`src/rtl/usb_tx_bit_stuffer.sv`:
```
// USB TX bit stuffer: byte handshake in, LSB-first serial bits out,
// a 0 inserted after six consecutive 1s, followed by a 2-bit EOP window.
module usb_tx_bit_stuffer #(
  parameter int CLKS_PER_BIT = 8
) (
  input  logic       clk,
  input  logic       rst,
  input  logic [7:0] tx_data,
  input  logic       tx_valid,
  input  logic       tx_last,
  output logic       tx_ready,
  output logic       serial_out,
  output logic       stuff_bit_en,
  output logic       bit_en,
  output logic       eop_active,
  output logic       tx_busy,
  output logic       tx_err
);

  localparam int TW = $clog2(CLKS_PER_BIT);
  localparam logic [TW-1:0] TMAX = TW'(CLKS_PER_BIT - 1);

  typedef enum logic [1:0] {
    S_IDLE,
    S_SHIFT,
    S_STUFF,
    S_EOP
  } state_e;

  state_e        state_q, state_d;
  logic [7:0]    shift_q, shift_d;
  logic          shift_last_q, shift_last_d;
  logic [2:0]    bit_cnt_q, bit_cnt_d;
  logic [2:0]    ones_q, ones_d;
  logic          pend_q, pend_d;
  logic [TW-1:0] timer_q, timer_d;
  logic [7:0]    buf_q, buf_d;
  logic          buf_last_q, buf_last_d;
  logic          buf_full_q, buf_full_d;
  logic          eop_cnt_q, eop_cnt_d;
  logic          err_q, err_d;

  logic   bit_tick;
  logic   accept;
  logic   drain;
  logic   do_eob;
  state_e eob_state;
  logic   eob_reload;
  logic   eob_err;

  assign bit_tick = (state_q != S_IDLE) && (timer_q == TMAX);
  assign accept   = tx_valid && tx_ready;

  always_ff @(posedge clk) begin
    if (rst) begin
      state_q      <= S_IDLE;
      shift_q      <= '0;
      shift_last_q <= 1'b0;
      bit_cnt_q    <= '0;
      ones_q       <= '0;
      pend_q       <= 1'b0;
      timer_q      <= '0;
      buf_q        <= '0;
      buf_last_q   <= 1'b0;
      buf_full_q   <= 1'b0;
      eop_cnt_q    <= 1'b0;
      err_q        <= 1'b0;
    end else begin
      state_q      <= state_d;
      shift_q      <= shift_d;
      shift_last_q <= shift_last_d;
      bit_cnt_q    <= bit_cnt_d;
      ones_q       <= ones_d;
      pend_q       <= pend_d;
      timer_q      <= timer_d;
      buf_q        <= buf_d;
      buf_last_q   <= buf_last_d;
      buf_full_q   <= buf_full_d;
      eop_cnt_q    <= eop_cnt_d;
      err_q        <= err_d;
    end
  end

  // What happens once the current byte's eighth bit has gone out
  always_comb begin
    eob_state  = S_EOP;
    eob_reload = 1'b0;
    eob_err    = 1'b0;
    if (!shift_last_q) begin
      if (buf_full_q) begin
        eob_state  = S_SHIFT;
        eob_reload = 1'b1;
      end else begin
        eob_err = 1'b1;
      end
    end
  end

  always_comb begin
    state_d      = state_q;
    shift_d      = shift_q;
    shift_last_d = shift_last_q;
    bit_cnt_d    = bit_cnt_q;
    ones_d       = ones_q;
    pend_d       = pend_q;
    eop_cnt_d    = eop_cnt_q;
    err_d        = 1'b0;
    drain        = 1'b0;
    do_eob       = 1'b0;
    if (state_q == S_IDLE || bit_tick) begin
      timer_d = '0;
    end else begin
      timer_d = timer_q + 1'b1;
    end
    unique case (state_q)
      S_IDLE: begin
        if (buf_full_q) begin
          state_d      = S_SHIFT;
          shift_d      = buf_q;
          shift_last_d = buf_last_q;
          drain        = 1'b1;
          bit_cnt_d    = '0;
          ones_d       = '0;
          pend_d       = 1'b0;
        end
      end
      S_SHIFT: begin
        if (bit_tick) begin
          ones_d    = shift_q[0] ? ones_q + 3'd1 : 3'd0;
          shift_d   = shift_q >> 1;
          bit_cnt_d = bit_cnt_q + 3'd1;
          if (ones_d == 3'd6) begin
            state_d = S_STUFF;
            pend_d  = (bit_cnt_q == 3'd7);
          end else if (bit_cnt_q == 3'd7) begin
            do_eob = 1'b1;
          end
        end
      end
      S_STUFF: begin
        if (bit_tick) begin
          ones_d = '0;
          if (pend_q) begin
            do_eob = 1'b1;
          end else begin
            state_d = S_SHIFT;
          end
        end
      end
      S_EOP: begin
        if (bit_tick) begin
          eop_cnt_d = 1'b1;
          if (eop_cnt_q) begin
            state_d = S_IDLE;
          end
        end
      end
      default: state_d = S_IDLE;
    endcase
    if (do_eob) begin
      state_d   = eob_state;
      err_d     = eob_err;
      eop_cnt_d = 1'b0;
      bit_cnt_d = '0;
      if (eob_reload) begin
        shift_d      = buf_q;
        shift_last_d = buf_last_q;
        drain        = 1'b1;
      end
    end
  end

  always_comb begin
    buf_d      = buf_q;
    buf_last_d = buf_last_q;
    buf_full_d = buf_full_q && !drain;
    if (accept) begin
      buf_d      = tx_data;
      buf_last_d = tx_last;
      buf_full_d = 1'b1;
    end
  end

  always_comb begin
    tx_ready     = !buf_full_q && (state_q != S_EOP);
    serial_out   = 1'b1;
    stuff_bit_en = 1'b0;
    eop_active   = 1'b0;
    tx_busy      = (state_q != S_IDLE);
    bit_en       = bit_tick;
    tx_err       = err_q;
    unique case (state_q)
      S_SHIFT: serial_out = shift_q[0];
      S_STUFF: begin
        serial_out   = 1'b0;
        stuff_bit_en = 1'b1;
      end
      S_EOP:   eop_active = 1'b1;
      default: ;
    endcase
  end

endmodule

```
`config.mk`:
```
export PLATFORM = sky130hd
export DESIGN_NAME = usb_tx_bit_stuffer
export DESIGN_NICKNAME = d
export VERILOG_FILES = /design/src/rtl/usb_tx_bit_stuffer.sv
export SDC_FILE = /design/constraint.sdc
export NUM_CORES = 1
export LEC_CHECK = 0
export CORE_ASPECT_RATIO = 2
export CORE_MARGIN = 2
export CORE_UTILIZATION = 50
export DETAILED_ROUTE_END_ITERATION = 6
export GPL_TIMING_DRIVEN = 0
export PLACE_DENSITY = 0.72
export SLEW_MARGIN = 0
export SYNTH_ARGS = -nofsm -noshare
export SYNTH_HDL_FRONTEND = slang
export SYNTH_SLANG_ARGS = --single-unit
```
`constraint.sdc`:
```
create_clock -name clk -period 2.3 [get_ports clk]
set_input_delay 0.46 -clock clk [delete_from_list [all_inputs] [get_ports clk]]
set_output_delay 0.46 -clock clk [all_outputs]
set_load 0.05 [all_outputs]
```
==> load_flow_metrics.sql, run 1 <==
INSERT INTO impl_metrics (metric_group, metric, value, unit) VALUES
('sta', 'setup-tns-final', '0', 'ns'),
('die', 'placementRows', '30', ''),
('logic_synthesis', 'yosysUniqueCellTypes', '47', ''),
('critical_path', 'crit_path_start_kind', 'register', ''),
('sta', 'final_critical_path_setup_slack', '0.103', 'ns'),
('placement', 'dp_hpwl', '3100', 'um'),
('placement', 'place.detailed.instances', '253', ''),
('cts', 'cts_setup_buffers', '0', ''),
('logic_synthesis', 'synth_top_cells_by_area', 'dfxtp_1, ha_1, nand2_1, a21oi_1, o221ai_1', ''),
('finish', 'finalNetCount', '250', ''),
('cts', 'cts_num_sinks', '33', ''),
('logic_synthesis', 'synth.top_cells.by_count', 'dfxtp_1, nand2_1, a21oi_1, inv_1', ''),
('logic_synthesis', 'synth_top_area_share', '38.6', '%'),
('critical_path', 'worst_setup_path_end_kind', 'output pin', ''),
('die', 'die_span_in_x', '45.4', 'um'),
('routing', 'drc_errors', '0', ''),
('die', 'dieArea', '0.00394', 'mm^2'),
('sta', 'grt_setup_unrepaired', 'no', ''),
('routing', 'ant_nets', '0', ''),
('pwr', 'p_total', '1.27', 'mW'),
('placement', 'dpl_cell_area', '0.00193', 'mm^2'),
('critical_path', 'cp_data_required_time', '1.84', 'ns'),
('cts', 'number_of_instances_resized_during_post_cts_repair', '15', ''),
('global_route', 'grt_busiest_layer', 'met2', ''),
('finish', 'layout-drive-gt1-share', '10.9', '%'),
('routing', 'drt_iter0_drc', '30', ''),
('sta', 'min_period', '2.20', 'ns'),
('placement', 'post-place-ws', '-0.294', 'ns'),
('pwr', 'peakVddDrop', '544', 'uV'),
('die', 'boundaryPins', '19', ''),
('global_route', 'grt_use_met2', '43.5', '%'),
('routing', 'wl_per_cell', '15.9', 'um'),
('die', 'design.core.area', '0.00334', 'mm^2'),
('die', 'die_h', '86.8', 'um'),
('logic_synthesis', 'netlist_instances', '204', ''),
('critical_path', 'critical_path_arrival', '1.74', 'ns'),
('global_route', 'total_global_routing_overflow', '0', ''),
('sta', 'max_slew.worst_pin.slew', '0.533', 'ns'),
('placement', 'io_buffers', '17', ''),
('logic_synthesis', 'dominant_cell_type_by_area_after_synthesis', 'dfxtp_1', ''),
('finish', 'diodes', '0', ''),
('pwr', 'power_per_cell_area', '636', 'mW/mm^2'),
('cts', 'insertion_delay', '0.29', 'ns'),
('global_route', 'maximum_number_of_pins_on_one_net_before_global_route_repair', '11', ''),
('logic_synthesis', 'synth-seq-area-share', '38.6', '%'),
('placement', 'globalplace.congestion', '0.909', ''),
('cts', 'cts_tree', 'done', ''),
('global_route', 'gr-usage-met3', '3.96', '%'),
('critical_path', 'cp_max_fo', '10', ''),
('sta', 'timing.final.max_slew_violations', '0', ''),
('global_route', 'grt.met1_usage', '24.4', '%'),
('logic_synthesis', 'synth_area', '0.00171', 'mm^2'),
('finish', 'flow.area_growth_from_synthesis', '16.5', '%'),
('pwr', 'power.leakage', '0.743', 'nW'),
('global_route', 'grt_first_pass_wirelength', '7020', 'um'),
('logic_synthesis', 'ys_ff_latch', '33', ''),
('global_route', 'first_global_vias', '1589', ''),
('sta', 'worst_clock_skew', '0.00871', 'ns'),
('routing', 'routed_wirelength', '4160', 'um'),
('logic_synthesis', 'synthesis.nets', '226', ''),
('logic_synthesis', 'synth.avg_cell_area', '8.40', 'um^2'),
('finish', 'postLayoutCoreUtil', '59.7', '%'),
('cts', 'clock-root-buffer', 'clkbuf_8', ''),
('outcome', 'status', 'finished, final reports clean', ''),
('cts', 'htree_num_levels', '2', ''),
('critical_path', 'timing_worst_setup_path_type', 'reg2out', ''),
('flow_run', 'max_cap_viol_count', '0', ''),
('cts', 'cts.clk_slew.worst_paths', '0.07', 'ns'),
('logic_synthesis', 'synth_enable_flop_cells', '0', ''),
('sta', 'clock.fmax', '455', 'MHz'),
('logic_synthesis', 'ys_async_sr_fraction', '0', '%');
## kinds of logic (layout without fill, tap and decap cells)
kind of cell	count (synthesis)	after routing	synth area share, %
compound gates	59	59	22.9
xor+xnor	1	1	0.511
fa+ha+maj	10	10	7.30
buf+inv	25	50	6.87
flops	33	33	38.6
mux	2	2	1.46
simple gates	74	74	22.4
## worst max-delay path, stage by stage (launching register included)
cell      delay (ns)
dfxtp_1         0.36
inv_1           0.09
ha_1            0.18
clkbuf_2        0.26
mux2i_2         0.26
buf_2           0.29
## area by class of cell
cell class | instances | area [um^2]
multi-input cells | 146 | 938
well taps | 32 | 40.0
fillers | 326 | 1350
repair buffers | 17 | 155
clock buffers | 6 | 72.6
plain buffers | 13 | 73.8
flip-flops and latches | 33 | 661
inverters | 12 | 45.0
clock inverters | 2 | 10.0
## power breakdown
group / switching, mW / total, mW / internal, mW
logic: 0.150 / 0.235 / 0.0853
clock network: 0.220 / 0.430 / 0.210
registers: 0.0138 / 0.605 / 0.591
## state kept, by name, summed over array words and instances, names as in the netlist, 2 cells and up
name and cells:
bit_cnt_q 3, shift_q 8, state_q 2, ones_q 3
timer_q 3, buf_q 8
## layout by cell type, fill, tap and decap left out, types with 3 or more instances in the layout
cell type and n:
o211ai_1 3, o22ai_1 8, and2_1 5, nand2_1 33
or4_1 3, nor3_1 5, o21ai_0 10, a21oi_1 18
nor2_1 5, ha_1 10, clkdlybuf4s50_1 12, o221ai_1 7
clkbuf_1 7, clkbuf_8 5, and3_1 3, nand2b_1 3
inv_1 12, dfxtp_1 33
## final timing paths
| path | startpoint | to | slack (ns) | cells past startpoint |
|---|---|---|---|---|
| setup / recovery | state_q[1] | serial_out | 0.10 | 5 |
| hold / removal | timer_q[0] | timer_q[0] | 0.45 | 1 |
| setup reg to reg | state_q[0] | shift_q[6] | 0.25 | 7 |
| hold reg to reg | timer_q[0] | timer_q[0] | 0.45 | 1 |
## metal layers
layer  routed length, um  vias up
li1                    -      774
met1                1610      739
met2                2380       20
met3                  79        6
met4                  81        0
met5                   0        -
Note: power is estimated with default switching activity, not from simulation.
==> run 2: changes to the inputs <==
clock period = 2.2 ns   (was 2.3 ns; I/O delays follow)
==> run 2 against run 1 <==
  * Die area is the same
  * Worst hold slack lost 0.0058 ns
  * Cell count is the same
  * Sequential cell count is the same
  * Critical path type unchanged
  * Critical endpoint is now tx_busy
  * Highest routed layer unchanged
==> load_flow_metrics.sql, run 2 (synthesized netlist as in run 1, its figures left out) <==
INSERT INTO impl_metrics (metric_group, metric, value, unit) VALUES
('cts', 'cts_num_sinks', '33', ''),
('critical_path', 'timing_worst_setup_path_type', 'reg2out', ''),
('critical_path', 'crit_chain', 'inv_1 > ha_1 > inv_1 > clkdlybuf4s15_2', ''),
('die', 'floorplan.initialDensity', '51.3', '%'),
('sta', 'slew_headroom', '62.1', '%'),
('critical_path', 'crit_slowest_cell', 'dfxtp_1', ''),
('sta', 'clock.fmax', '471', 'MHz'),
('die', 'dieArea', '0.00394', 'mm^2'),
('sta', 'worst_clock_skew', '0.0123', 'ns'),
('routing', 'ant_nets', '0', ''),
('finish', 'layout.cells.most_common_list', 'nand2_1, dfxtp_1, a21oi_1, inv_1, clkdlybuf4s50_1', ''),
('finish', 'layout.area.seq', '662', 'um^2'),
('global_route', 'grt_first_pass_wirelength', '6840', 'um'),
('global_route', 'grt.met1_usage', '24.7', '%'),
('critical_path', 'cp_data_required_time', '1.76', 'ns'),
('pwr', 'power_per_cell_area', '661', 'mW/mm^2'),
('die', 'boundaryPins', '19', ''),
('sta', 'min_period', '2.12', 'ns'),
('routing', 'drc_errors', '0', ''),
('critical_path', 'cp_max_fo', '7', ''),
('die', 'placementRows', '30', ''),
('cts', 'tritoncts.num_buffers', '5', ''),
('pwr', 'share_seq_of_total_power', '47.4', '%'),
('critical_path', 'worst_setup_path_end_kind', 'output pin', ''),
('die', 'design.core.area', '0.00334', 'mm^2'),
('pwr', 'clock_power_share', '34.0', '%'),
('critical_path', 'crit_path_start_kind', 'register', ''),
('routing', 'wl_per_cell', '15.4', 'um'),
('cts', 'clock-root-buffer', 'clkbuf_8', ''),
('die', 'die_h', '86.8', 'um'),
('cts', 'cts-hold-fix-buffers', '0', ''),
('finish', 'layout-drive-gt1-share', '13.1', '%'),
('finish', 'diodes', '0', ''),
('sta', 'max_slew.worst_pin.slew', '0.569', 'ns'),
('routing', 'detailroute.via_count', '1565', ''),
('critical_path', 'r2r-start', 'state_q[0]', ''),
('pwr', 'internal_power', '0.930', 'mW'),
('cts', 'insertion_delay', '0.29', 'ns'),
('finish', 'stdcell_count', '261', ''),
('pwr', 'combPwrFrac', '18.5', '%'),
('critical_path', 'critical_path.most_common_cell', 'inv_1', ''),
('finish', 'finalNetCount', '250', ''),
('global_route', 'maximum_number_of_pins_on_one_net_before_global_route_repair', '12', ''),
('finish', 'finalInstanceArea', '0.00202', 'mm^2'),
('flow_run', 'max_cap_viol_count', '0', ''),
('die', 'die_span_in_x', '45.4', 'um'),
('hold_path', 'min_path_cells', '1', ''),
('global_route', 'total_global_routing_overflow', '0', ''),
('pwr', 'netSwitchingFraction', '30.3', '%'),
('finish', 'multi_input_area', '946', 'um^2'),
('routing', 'drt_iter0_drc', '49', ''),
('global_route', 'gr-usage-met3', '4.79', '%'),
('global_route', 'grt_busiest_layer', 'met2', ''),
('outcome', 'status', 'finished, final reports clean', ''),
('placement', 'io_buffers', '17', ''),
('critical_path', 'capturing_point_of_the_worst_reg2reg_path', 'shift_q[1]', ''),
('placement', 'globalplace.congestion', '0.917', ''),
('hold_path', 'whs_endpoint', 'timer_q[0]', ''),
('critical_path', 'critical_path_buf_inv_count', '3', ''),
('placement', 'dp_hpwl', '3040', 'um'),
('critical_path', 'critical_path_arrival', '1.68', 'ns'),
('global_route', 'antenna_found_initial', '0', ''),
('finish', 'mostFrequentLayoutCell', 'nand2_1', ''),
('critical_path', 'critical_path.max_stage_delay', '0.41', 'ns'),
('pwr', 'p_total', '1.33', 'mW'),
('finish', 'flow.area_growth_from_synthesis', '17.9', '%'),
('cts', 'cts_tree', 'done', ''),
('sta', 'report.final.hold_viol_count', '0', ''),
('cts', 'cts.clk_slew.worst_paths', '0.08', 'ns'),
('routing', 'post_drt_via_cell_ratio', '6.00', ''),
('placement', 'dpl_cell_area', '0.00193', 'mm^2'),
('critical_path', 'cell_family_with_the_largest_share_of_critical_path_delay', 'buffers and inverters', ''),
('finish', 'layout.filler_cells', '309', ''),
('critical_path', 'worst_r2r_path_depth', '7', ''),
('cts', 'cts_setup_buffers', '0', ''),
('cts', 'clock_path_buffers', '2', ''),
('pwr', 'power.leakage', '0.760', 'nW'),
('sta', 'final_min_period_over_clock_period', '96.6', '%'),
('sta', 'setup-tns-final', '0', 'ns'),
('global_route', 'first_global_vias', '1552', ''),
('routing', 'routed_wirelength', '4030', 'um'),
('critical_path', 'regToRegSetupSlack', '0.20', 'ns'),
('sta', 'timing.final.setup_violations', '0', ''),
('hold_path', 'min_path_type', 'reg2reg', ''),
('sta', 'grt_setup_unrepaired', 'no', ''),
('placement', 'place.detailed.instances', '253', ''),
('global_route', 'grt_use_met2', '42.0', '%'),
('sta', 'timing.final.max_slew_violations', '0', ''),
('global_route', 'global_route.usage.total', '23.5', '%'),
('pwr', 'peakVddDrop', '573', 'uV'),
('hold_path', 'hp-start', 'timer_q[0]', ''),
('pwr', 'switching_power', '0.404', 'mW'),
('routing', 'drt_first_pass_iters', '4', ''),
('cts', 'htree_num_levels', '2', ''),
('finish', 'reg_top3', 'buf_q (8), shift_q (8)', ''),
('sta', 'worst_hold_slack', '0.445', 'ns');
run 2: repair_timing:
item	in CTS	in global routing
endpoints found under the setup margin	5	12
pin swaps	0	0
endpoints found under the hold margin	0	0
gates cloned	0	0
gates resized for setup	16	7
run 2: layout make-up:
class,instances,area share (%)
clock buffer,5,3.41
timing repair buffer,17,8.24
tap,32,1.98
clock inverter,3,0.867
sequential,33,32.8
buffer,13,3.66
multi-input combinational,146,46.8
inverter,12,2.23
run 2: per-stage QoR:
step	worst slack [ns]	util [%]
6_report	0.0758	60.4
2_1_floorplan	0.00355	-
5_1_grt	0.00914	60.4
3_5_place_dp	-0.369	57.8
4_1_cts	0.00477	60.0
3_3_place_gp	-0.324	57.8
run 2: power groups by stage:
stage | Sequential [mW] | Combinational [mW] | Clock, mW
global route | 0.635 | 0.275 | 0.477
finish | 0.633 | 0.247 | 0.454
detailed placement | 0.646 | 0.249 | 0
global placement | 0.645 | 0.243 | 0
floorplan | 0.642 | 0.176 | 0
CTS | 0.632 | 0.245 | 0.456
run 2: routing by layer:
layer / vias to the layer above / wire length (um)
met3: 7 / 156
met1: 743 / 1500
met5: - / 0
met4: 0 / 77
met2: 40 / 2290
li1: 775 / -
run 2: worst max-delay path by stage:
stage                 endpoint       start  slack [ns]  depth (start not counted)
floorplan           state_q[1]  state_q[0]       0.004                          8
global placement    serial_out  state_q[0]       -0.32                          4
detailed placement  serial_out  state_q[0]       -0.37                          4
CTS                     bit_en  timer_q[0]       0.005                          5
global route            bit_en  state_q[1]       0.009                          5
finish                 tx_busy  state_q[1]        0.08                          4
==> run 3: changes to the inputs <==
CORE_MARGIN = unset   (was 2)
==> run 3 against run 2 <==
  * The flow now finishes with violations (design-rule violations)
  * Cell area fell by 0.12%
  * Clock power fell by 2%
  * Non-clock buffer count did not move
  * Register-to-register slack barely moved
  * Sequential cell count did not move
  * Global-route usage rose by 2.3 points
  * Sequential power barely moved
  * First-iteration DRC count fell by 16%
==> load_flow_metrics.sql, run 3 (synthesized netlist as in run 1, its figures left out) <==
INSERT INTO impl_metrics (metric_group, metric, value, unit) VALUES
('critical_path', 'worst_r2r_path_depth', '7', ''),
('global_route', 'total_global_routing_overflow', '0', ''),
('placement', 'dp_hpwl', '3270', 'um'),
('critical_path', 'cp_data_required_time', '1.76', 'ns'),
('sta', 'worst_hold_slack', '0.435', 'ns'),
('finish', 'finalNetCount', '250', ''),
('finish', 'layout.cells.most_common_list', 'nand2_1, dfxtp_1, a21oi_1, inv_1, clkdlybuf4s50_1', ''),
('cts', 'cts_num_sinks', '33', ''),
('critical_path', 'crit_path_start_kind', 'register', ''),
('sta', 'grt_setup_unrepaired', 'no', ''),
('cts', 'cts_setup_buffers', '0', ''),
('sta', 'report.final.hold_viol_count', '0', ''),
('finish', 'flow.area_growth_from_synthesis', '17.7', '%'),
('sta', 'min_period', '2.12', 'ns'),
('die', 'placementRows', '29', ''),
('cts', 'insertion_delay', '0.29', 'ns'),
('pwr', 'power_per_cell_area', '661', 'mW/mm^2'),
('critical_path', 'r2r-start', 'state_q[0]', ''),
('cts', 'cts_tree', 'done', ''),
('global_route', 'global_route.usage.total', '25.8', '%'),
('cts', 'tritoncts.num_buffers', '5', ''),
('cts', 'clock-root-buffer', 'clkbuf_8', ''),
('flow_run', 'max_cap_viol_count', '0', ''),
('placement', 'io_buffers', '17', ''),
('sta', 'slew_headroom', '63.3', '%'),
('cts', 'htree_num_levels', '2', ''),
('outcome', 'violated_checks', 'design-rule violations', ''),
('sta', 'final_critical_path_setup_slack', '0.0848', 'ns'),
('hold_path', 'min_path_cells', '1', ''),
('placement', 'globalplace.congestion', '0.862', ''),
('finish', 'layout-drive-gt1-share', '13.5', '%'),
('die', 'boundaryPins', '19', ''),
('sta', 'clock.fmax', '473', 'MHz'),
('finish', 'reg_top3', 'buf_q (8), shift_q (8)', ''),
('global_route', 'antenna_found_initial', '0', ''),
('routing', 'drt_iter0_drc', '41', ''),
('finish', 'mostFrequentLayoutCell', 'nand2_1', ''),
('sta', 'timing.final.max_slew_violations', '0', ''),
('die', 'floorplan.initialDensity', '53.0', '%'),
('pwr', 'p_total', '1.33', 'mW'),
('routing', 'ant_nets', '0', ''),
('routing', 'routed_wirelength', '4320', 'um'),
('sta', 'max_slew.worst_pin.slew', '0.550', 'ns'),
('sta', 'setup-tns-final', '0', 'ns'),
('finish', 'postLayoutCoreUtil', '62.5', '%'),
('die', 'die_h', '84.8', 'um'),
('die', 'dieArea', '0.00368', 'mm^2'),
('critical_path', 'timing_worst_setup_path_type', 'reg2out', ''),
('pwr', 'peakVddDrop', '486', 'uV'),
('pwr', 'power.leakage', '0.741', 'nW'),
('placement', 'dpl_cell_area', '0.00193', 'mm^2'),
('sta', 'final_min_period_over_clock_period', '96.1', '%'),
('outcome', 'status', 'finished, violations left', ''),
('global_route', 'first_global_vias', '1595', ''),
('sta', 'timing.final.setup_violations', '0', ''),
('routing', 'detailroute.via_count', '1585', ''),
('routing', 'drt_first_pass_iters', '6', ''),
('critical_path', 'regToRegSetupSlack', '0.20', 'ns'),
('critical_path', 'critical_path_arrival', '1.68', 'ns'),
('global_route', 'grt_first_pass_wirelength', '7200', 'um'),
('placement', 'post-place-ws', '-0.353', 'ns'),
('placement', 'place.detailed.instances', '252', ''),
('global_route', 'maximum_number_of_pins_on_one_net_before_global_route_repair', '12', ''),
('hold_path', 'whs_endpoint', 'timer_q[0]', ''),
('die', 'design.core.area', '0.00323', 'mm^2'),
('critical_path', 'cp_max_fo', '5', ''),
('routing', 'wl_per_cell', '16.6', 'um'),
('cts', 'cts.clk_slew.worst_paths', '0.07', 'ns'),
('sta', 'worst_clock_skew', '0.00262', 'ns'),
('finish', 'layout.filler_cells', '304', ''),
('routing', 'drc_errors', '2', ''),
('die', 'die_span_in_x', '43.4', 'um'),
('cts', 'clock_path_buffers', '2', ''),
('finish', 'finalInstanceArea', '0.00202', 'mm^2'),
('routing', 'post_drt_via_cell_ratio', '6.10', ''),
('critical_path', 'capturing_point_of_the_worst_reg2reg_path', 'shift_q[7]', ''),
('hold_path', 'hp-start', 'timer_q[0]', ''),
('finish', 'stdcell_count', '260', ''),
('hold_path', 'min_path_type', 'reg2reg', ''),
('finish', 'diodes', '0', ''),
('critical_path', 'worst_setup_path_end_kind', 'output pin', '');
run 3: cell types whose count changed in the layout (fill, tap and decap cells not counted), sizes merged:
cell,delta
clkdlybuf4s50,+1
dlymetal6s2s,-1
run 3: final cells by class:
cell class	count	area, um^2	share of cell area, %
Timing Repair Buffer	17	164	8.13
Sequential cell	33	663	32.9
Multi-Input combinational cell	146	946	46.9
Inverter	12	45.0	2.23
Clock inverter	3	17.5	0.868
Clock buffer	5	68.8	3.41
Tap cell	31	38.8	1.92
Buffer	13	73.8	3.66
run 3: critical path, stage by stage, from the launching register on:
cell	delay [ns]
dfxtp_2	0.35
inv_1	0.08
ha_1	0.16
clkdlybuf4s50_1	0.80
run 3: how the worst max path moves through the flow:
stage,from,to,slack (ns),cells past startpoint
6_report,state_q[0],stuff_bit_en,0.08,3
4_1_cts,state_q[0],tx_busy,0.01,4
3_5_place_dp,state_q[0],serial_out,-0.35,4
2_1_floorplan,state_q[0],state_q[1],0.004,8
3_3_place_gp,state_q[0],serial_out,-0.34,4
5_1_grt,timer_q[0],bit_en,0.002,5
run 3: routing by layer:
layer	share of wire, %	vias up	global-route usage (%)
met5	0	-	0
met1	37	750	27.1
li1	-	774	-
met2	56	50	47.8
met4	3.1	0	11.1
met3	4.2	11	4.09
run 3: power breakdown:
| part | internal (mW) | switching [mW] |
|---|---|---|
| registers | 0.619 | 0.0149 |
| clock network | 0.218 | 0.228 |
| logic | 0.0947 | 0.159 |
| total | 0.931 | 0.402 |
run 3: repair_timing:
item,4_1_cts,5_1_grt
resized for setup,17,5
hold buffers,0,0
endpoints found under the setup margin,5,6
